**src/rtl/wb_regfile_pkg.sv**
```systemverilog
// Shared constants for the writeback register file: widths, WB control bit
// positions and the hardwired-zero register index.
package wb_regfile_pkg;

  localparam int DATA_W          = 32;
  localparam int ADDR_W          = 5;
  localparam int WB_REGWRITE_BIT = 1;
  localparam int WB_MEMTOREG_BIT = 0;
  localparam int ZERO_REG        = 0;

  typedef struct packed {
    logic reg_write;
    logic mem_to_reg;
  } wb_ctrl_t;

  // Split the raw 2-bit WB bus into named fields using the package bit positions.
  function automatic wb_ctrl_t decode_wb(input logic [1:0] wb);
    wb_ctrl_t c;
    c.reg_write  = wb[WB_REGWRITE_BIT];
    c.mem_to_reg = wb[WB_MEMTOREG_BIT];
    return c;
  endfunction

endpackage

```
**src/rtl/wb_sel_mux.sv**
```systemverilog
// Writeback data select: load data when MemtoReg is set, ALU result otherwise.
module wb_sel_mux #(
  parameter int DATA_W = wb_regfile_pkg::DATA_W
) (
  input  logic              mem_to_reg,
  input  logic [DATA_W-1:0] mem_in,
  input  logic [DATA_W-1:0] alu_in,
  output logic [DATA_W-1:0] wb_data
);

  // Explicit if/else so an unknown on the unselected input never reaches wb_data.
  always_comb begin
    wb_data = alu_in;
    if (mem_to_reg == 1'b1) begin
      wb_data = mem_in;
    end else begin
      wb_data = alu_in;
    end
  end

endmodule

```
**src/rtl/wb_regfile.sv**
```systemverilog
// Register file with writeback commit, read-during-write bypass on both read
// ports, a registered forwarding copy of the last commit and a commit counter.
module wb_regfile #(
  parameter int DATA_W = wb_regfile_pkg::DATA_W,
  parameter int ADDR_W = wb_regfile_pkg::ADDR_W
) (
  input  logic              clk,
  input  logic              rst_n,
  input  logic [1:0]        WB_in,
  input  logic [ADDR_W-1:0] RD_in,
  input  logic [DATA_W-1:0] MEM_in,
  input  logic [DATA_W-1:0] ALU_in,
  input  logic [ADDR_W-1:0] RS_addr,
  input  logic [ADDR_W-1:0] RT_addr,
  output logic [DATA_W-1:0] RS_data,
  output logic [DATA_W-1:0] RT_data,
  output logic              FWD_valid,
  output logic [ADDR_W-1:0] FWD_rd,
  output logic [DATA_W-1:0] FWD_data,
  output logic [15:0]       WR_count
);

  import wb_regfile_pkg::*;

  localparam int                NREGS    = 2 ** ADDR_W;
  localparam logic [ADDR_W-1:0] ZERO_IDX = ADDR_W'(ZERO_REG);

  wb_ctrl_t          wb_ctrl;
  logic [DATA_W-1:0] wb_data;
  logic              commit;

  logic [DATA_W-1:0] regs_q [NREGS];
  logic [DATA_W-1:0] regs_d [NREGS];
  logic              fwd_valid_q, fwd_valid_d;
  logic [ADDR_W-1:0] fwd_rd_q, fwd_rd_d;
  logic [DATA_W-1:0] fwd_data_q, fwd_data_d;
  logic [15:0]       wr_count_q, wr_count_d;
  logic [DATA_W-1:0] rs_data, rt_data;

  assign wb_ctrl = decode_wb(WB_in);

  wb_sel_mux #(.DATA_W(DATA_W)) u_wb_sel_mux (
    .mem_to_reg (wb_ctrl.mem_to_reg),
    .mem_in     (MEM_in),
    .alu_in     (ALU_in),
    .wb_data    (wb_data)
  );

  // Gating on rst_n keeps a write, and its bypass, from taking effect during reset.
  always_comb begin
    commit = 1'b0;
    if (rst_n && wb_ctrl.reg_write && (RD_in != ZERO_IDX)) begin
      commit = 1'b1;
    end else begin
      commit = 1'b0;
    end
  end

  always_comb begin
    rs_data = regs_q[RS_addr];
    if (RS_addr == ZERO_IDX) begin
      rs_data = '0;
    end else if (commit && (RS_addr == RD_in)) begin
      rs_data = wb_data;
    end else begin
      rs_data = regs_q[RS_addr];
    end
  end

  always_comb begin
    rt_data = regs_q[RT_addr];
    if (RT_addr == ZERO_IDX) begin
      rt_data = '0;
    end else if (commit && (RT_addr == RD_in)) begin
      rt_data = wb_data;
    end else begin
      rt_data = regs_q[RT_addr];
    end
  end

  // Next-state for storage, forwarding copy and counter; rd/data hold when idle.
  always_comb begin
    regs_d      = regs_q;
    fwd_valid_d = 1'b0;
    fwd_rd_d    = fwd_rd_q;
    fwd_data_d  = fwd_data_q;
    wr_count_d  = wr_count_q;
    if (commit) begin
      regs_d[RD_in] = wb_data;
      fwd_valid_d   = 1'b1;
      fwd_rd_d      = RD_in;
      fwd_data_d    = wb_data;
      wr_count_d    = wr_count_q + 16'd1;
    end else begin
      fwd_valid_d = 1'b0;
    end
  end

  always_ff @(posedge clk) begin
    if (!rst_n) begin
      for (int i = 0; i < NREGS; i++) begin
        regs_q[i] <= '0;
      end
      fwd_valid_q <= 1'b0;
      fwd_rd_q    <= '0;
      fwd_data_q  <= '0;
      wr_count_q  <= 16'd0;
    end else begin
      regs_q      <= regs_d;
      fwd_valid_q <= fwd_valid_d;
      fwd_rd_q    <= fwd_rd_d;
      fwd_data_q  <= fwd_data_d;
      wr_count_q  <= wr_count_d;
    end
  end

  assign RS_data   = rs_data;
  assign RT_data   = rt_data;
  assign FWD_valid = fwd_valid_q;
  assign FWD_rd    = fwd_rd_q;
  assign FWD_data  = fwd_data_q;
  assign WR_count  = wr_count_q;

endmodule

```
**config.mk**
```make
export PLATFORM = sky130hd
export DESIGN_NAME = wb_regfile
export DESIGN_NICKNAME = d
export VERILOG_FILES = /design/src/rtl/wb_regfile_pkg.sv /design/src/rtl/wb_sel_mux.sv /design/src/rtl/wb_regfile.sv
export SDC_FILE = /design/constraint.sdc
export NUM_CORES = 2
export LEC_CHECK = 0
export CORE_MARGIN = 1
export CORE_UTILIZATION = 53
export DETAILED_ROUTE_END_ITERATION = 16
export PLACE_DENSITY = 0.82
export RECOVER_POWER = 100
export SLEW_MARGIN = 5
export SYNTH_ARGS = -nofsm -noshare
export SYNTH_HDL_FRONTEND = slang
export SYNTH_SLANG_ARGS = --single-unit
```
**constraint.sdc**
```tcl
create_clock -name clk -period 5 [get_ports clk]
set_input_delay 1.25 -clock clk [delete_from_list [all_inputs] [get_ports clk]]
set_output_delay 1.25 -clock clk [all_outputs]
set_load 0.02 [all_outputs]
```
Word-level counts from Yosys, hierarchy flattened. Cells that the tools add are included.

Add/sub/neg operators: 1. Order comparisons: 4. Eq/ne operators: 2. Mux-type cells: 16. Bitwise operators: 3. Reduce and logical (&&, ||, !) cells: 8.

Operators with widths (number): bitwise mux 1024 bit (1); binary-select mux 32 bit (select 5 bit) (2); two-way mux 32 bit (10); demux 32 bit (select 5 bit) (1); >= comparator 6 bit, second input constant (3); NOT 5 -> 6 bit (3); adder 16 x 1 -> 16 bit, second input constant (1); equality test 5 bit (2); logical NOT 5 bit (2); < comparator 6 x 1 -> 1 bit, second input constant (1); logical AND 1 bit (5); nonzero test 5 bit (1); two-way mux 1 bit (2).

Flip-flop bits (word level): 1078. Input port bits: 83. Logic and storage cells: 70.

Depth between registers and ports, before layout.
Depth in word-level cells: 6. Gate-level depth with buffers: 10. Depth with buffers taken out: 6.

Hierarchy. Synthesis repeated with hierarchy kept, for this count alone.

Cell total of the unflattened synthesis: 6184. Area total of the unflattened synthesis: 57357.5 um^2.

By module, submodules not included: wb_regfile (times used 1, cells each 6148, area an instance 56813.2 um^2, seq. area each 21580.7 um^2); wb_sel_mux (times used 1, cells each 36, area an instance 544.3 um^2, seq. area each 0.0 um^2).

Worst setup path before layout. OpenSTA, ideal clock, no wires.

Kind: input port to output port. From: in RT_addr[1]. To: out RT_data[0]. Data arrival time: 3.244 ns. Slack: 0.506 ns. Cell stages on the path: 8. Path through: buf_6 buf_8 xnor2_1 nand4_2 o31ai_4 buf_6 nor2_1 a2111oi_1.

Word-level cells in the longest chain between the ends: 6. Elaborated cells on any way between the ends: 9. Those cells by class: 1 x eq/ne; 5 x mux; 1 x bitwise; 2 x reduce/logical.

RTL lines: start, declared (RTL line wb_regfile.sv:14) `input logic [ADDR_W-1:0] RT_addr,`; NOT 5 -> 6 bit (implied by the code) (RTL line wb_regfile.sv:77) `rt_data = regs_q[RT_addr];`; binary-select mux 32 bit (select 5 bit) (RTL line wb_regfile.sv:77); two-way mux 32 bit (implied by the code) (2 in a row) (RTL line wb_regfile.sv:77); two-way mux 32 bit (RTL line wb_regfile.sv:74) `end else if (commit && (RT_addr == RD_in)) begin`; two-way mux 32 bit (*) (RTL line wb_regfile.sv:72) `if (RT_addr == ZERO_IDX) begin`; end, declared (RTL line wb_regfile.sv:16) `output logic [DATA_W-1:0] RT_data,`.

Mark *: on every way between the ends. The rest lies on a longest branch, timed or not. The select of a mux whose other input is x is not followed.

Final worst setup path.
From: in rst_n. To: reg regs_q[270] (netlist name).

Word-level cells in the longest chain between the ends: 3.

RTL lines: start, declared (RTL line wb_regfile.sv:8) `input logic rst_n,`; logical AND 1 bit (2 in a row) (RTL line wb_regfile.sv:52) `if (rst_n && wb_ctrl.reg_write && (RD_in != ZERO_IDX)) begin`; two-way mux 1 bit (RTL line wb_regfile.sv:52); end signal, assigned (RTL line wb_regfile.sv:109) `regs_q <= regs_d;`; end, declared (RTL line wb_regfile.sv:32) `logic [DATA_W-1:0] regs_q [NREGS];`.

Parallel ways exist; a longest one is shown, timed or not. A chain may end at the register's enable or synchronous reset.

==> summary.md <==
| Metric | Value |
|---|---|
| Status | `finished, violations left` |
| Failing checks | `max-capacitance violations, max-slew violations, negative setup slack` |
| Crit path DAT | `5.71 ns` |
| Worst-path clk slew | `0.06 ns` |
| Synth top area cells | `dfxtp_1 39%, mux4_2 21%, o211a_1 18%` |
| Async set-reset flop share out of synthesis | `0` |
| Port Buffers | `200` |
| Gr busiest metal | `met2` |
| Share of post-route cells with drive strength above 1 | `0.2416` |
| WS Path Type | `in -> reg` |
| Crit path time final | `5.116 ns` |
| RD Place Congestion | `0.9706` |
| Clk_skew | `0.003552 ns` |
| Distinct cells, synth | `60` |
| Sw frac | `0.2602` |
| DRC violations left | `0` |
| M3 GR Usage | `0.1301` |
| Worst-Margin Slew | `3.316 ns` |
| Critical Path Start Type | `input pin` |
| Synth Register Bits | `1078` |
| Hold WC Path Type | `reg -> reg` |
| Comb power frac | `0.117` |
| Main synth FF type | `dfxtp_1` |
| Commonest cells in the netlist | `1078 x dfxtp_1, 1044 x nand2_1, 1024 x o211a_1` |
| Endpoints failing setup | `39` |
| Req. time, crit path | `5.59 ns` |
| Area delta synth->final | `16.04%` |
| Post-synth EDFFs | `0` |
| Grt met2 use | `0.5280` |
| Pin count of the biggest net entering global routing | `221` |
| Vias in the first global route | `approximately 47000` |
| Cell Chain, Critical Path | `clkbuf_1 -> and2_0 -> clkbuf_1 -> nand3_1 -> nor2_1 -> clkbuf_2 -> nand2_1 -> o211a_1` |
| Die area | `about 110000 um2` |
| Hold Fails Final Rpt | `0` |
| Most frequent cell after synthesis | `dfxtp_1` |
| Starting density of the core | `0.5366` |
| Pwr dens | `slightly below 300 nW/um2` |
| TritonCTS Sinks | `1078` |
| Number of max-cap violations | `34` |
| Inserted Clock Buffers | `roughly 110` |
| Initial antenna violation count | `11` |
| FMAX | `195.5 MHz` |
| Root buf cell | `clkbuf_16` |
| Setup WS post-layout | `-0.1157 ns` |
| Chip Height | `326.2 um` |
| Kind of end point of the critical path | `flip-flop` |
| Sequential area share after synthesis | `0.3874` |
| Clock power frac | `0.430` |
| Leakage | `approximately 35 nW` |
| H-tree Lvls | `3` |
| Worst path most repeated cell | `clkbuf_1` |
| Crit path buffers/inverters | `3` |
| Gate Count Post-Synth | `5010` |
| Wire per inst | `30.53 um` |
| Grt total ovfl | `0` |
| Seq pwr share | `0.453` |
| Final Cycle Share | `1.023` |
| Final Total Pwr | `19.27 mW` |
| Clock Latency Late Sink | `0.70 ns` |
| First-pass GRT wire length | `296000 um` |
| Switching power | `roughly 5 mW` |
| Avg Synthesized Cell Area | `11.12 um2` |
| YS warnings | `0` |
| Final nets | `about 5200` |
| Global Route Usage Sum | `0.3671` |
| CTS Buffer Depth | `3` |
| Largest delay share family, worst path | `simple AND/OR/NAND/NOR gates` |
| Ports | `201` |
| Area fraction of the dominant cell type after synthesis | `0.3874` |
| Crit Path Max Fanout | `26` |
| R2R setup slack | `3.25 ns` |
| Pre-CTS worst setup slack | `-0.7999 ns` |
| CTS tree | `yes` |
| Peak supply drop | `0.0004076 V` |
| Final Max Slew Viols | `1755` |
| Detailed placement HPWL | `approximately 120000 um` |
| Cell Area, Synth | `between 50000 and 60000 um2` |
| Worst path max stage delay | `around 1.8 ns` |
| Routed Antenna Nets | `0` |
| Initial DRC count | `8015` |
| Internal | `14.25 mW` |
| Die W | `326.2 um` |
| Slew headroom | `-1.211` |
| Via count | `roughly 48000` |
| Met1 Use GR | `0.4489` |
| Num rows | `118` |
| DRT Pass-1 Iters | `12` |
| Net Count, Synth | `5094` |
| Via density | `7.316` |
| Core Region | `103800 um2` |
| CP max-delay cell | `nor2_1` |
| WL final | `200600 um` |
| Leading area contributor after synthesis | `dfxtp_1` |
-- sequential cells by signal, summed over array words and instances, names as in the netlist --
signal	cells
WR_count	16
FWD_rd	5
regs_q	1024
FWD_valid	1
FWD_data	32
-- per-layer routing --
| layer | part of all wire | vias up |
|---|---|---|
| li1 | - | 19310 |
| met4 | 0.090 | 18 |
| met1 | 0.33 | 23590 |
| met5 | 0.0010 | - |
| met2 | 0.42 | 4017 |
| met3 | 0.16 | 1122 |
-- kinds of logic (layout without fill, tap and decap cells) --
family	Yosys count	count (layout)	synth area share
muxes	699	699	0.2407
adders and majority gates	1	1	0.0002246
buffers and inverters	627	803	0.05373
and+or+nand+nor	1307	1307	0.09706
DFF	1078	1078	0.3874
other	0	3	0
AOI/OAI and AO/OA	1274	1274	0.2169
xor gates and xnor gates	24	24	0.003909
-- placed cells by master (no fill, tap or decap), types with 7 or more instances in the layout --
cell             count
buf_4              266
o21ai_0             15
buf_12              69
a2111oi_2           18
xor2_1              11
nor3_1               9
xnor2_1             11
dlygate4sd2_1       32
clkinv_2            17
o21ai_2              9
clkbuf_16          111
mux2i_4             31
clkbuf_8            23
o211a_1           1024
dlygate4sd3_1       54
nor2_1              76
mux2i_1            123
clkbuf_2            42
mux4_2             509
buf_6               14
o22ai_1            122
o21ai_1             10
clkdlybuf4s15_2      9
and2_0               7
a21boi_0             7
dfxtp_1           1078
clkdlybuf4s50_1     66
inv_1                8
nor2_4              15
a211oi_1            24
and2_1              40
nor4_1              26
nand3b_1            11
nand2_1           1043
nand3_1             42
buf_8                7
clkbuf_1            49
nor4_2               8
mux2_2              35
bufinv_16            7
-- cell type report --
| class | instances | area (um2) |
|---|---|---|
| clock inverters | 32 | 391.6 |
| inverters | 9 | 33.78 |
| diodes | 3 | 7.507 |
| clock buffers | 156 | 3156 |
| fillers | 7647 | 39160 |
| well taps | 1380 | 1727 |
| repair buffers | 606 | 5839 |
| multi-input cells | 3305 | 31900 |
| flip-flops and latches | 1078 | 21580 |
-- metrics by stage --
step	std cells	hold slack (ns)	setup TNS, ns	cell area [um2]	util
2_1_floorplan	5010	0.4431	0	55700	-
3_3_place_gp	6358	0.4564	-18.70	61080	0.5885
3_5_place_dp	6358	0.4642	-18.60	61080	0.5885
4_1_cts	6561	0.4768	-0.04368	65180	0.6280
5_1_grt	6567	0.5022	-0.02581	64630	0.6227
6_report	6569	0.4688	-1.354	64630	0.6227
-- power by group through the flow --
| stage | Clock [mW] | Sequential [mW] | Combinational (mW) |
|---|---|---|---|
| floorplan | 0 | 8.93 | 1.17 |
| detailed placement | 0 | 8.92 | 2.13 |
| finish | 8.28 | 8.73 | 2.26 |
| global route | 8.61 | 8.73 | 2.31 |
| global placement | 0 | 8.91 | 2.12 |
| CTS | 8.26 | 8.73 | 2.19 |
-- worst min-delay path: stages, from the launching register on --
cell      delay [ns]
dfxtp_1         0.31
nand2_1         0.05
a21boi_0        0.06
-- what timing repair did --
| item | 4_1_cts | 5_1_grt |
|---|---|---|
| pin swaps | 20 | 10 |
| hold endpoints to repair | 0 | 0 |
| endpoints found under the setup margin | 61 | 56 |
| gates resized for setup | 157 | 52 |
| cloned | 6 | 1 |
| hold buffers | 0 | 0 |
| setup buffers | 9 | 5 |
-- worst paths after layout --
| kind | start | to | depth (start not counted) |
|---|---|---|---|
| min reg2reg | FWD_rd[4] | FWD_rd[4] | 2 |
| max reg2reg | WR_count[3] | WR_count[14] | 5 |
| min | FWD_rd[4] | FWD_rd[4] | 2 |
| max | rst_n | regs_q[270] | 8 |
(Power assumes the default switching activity.)
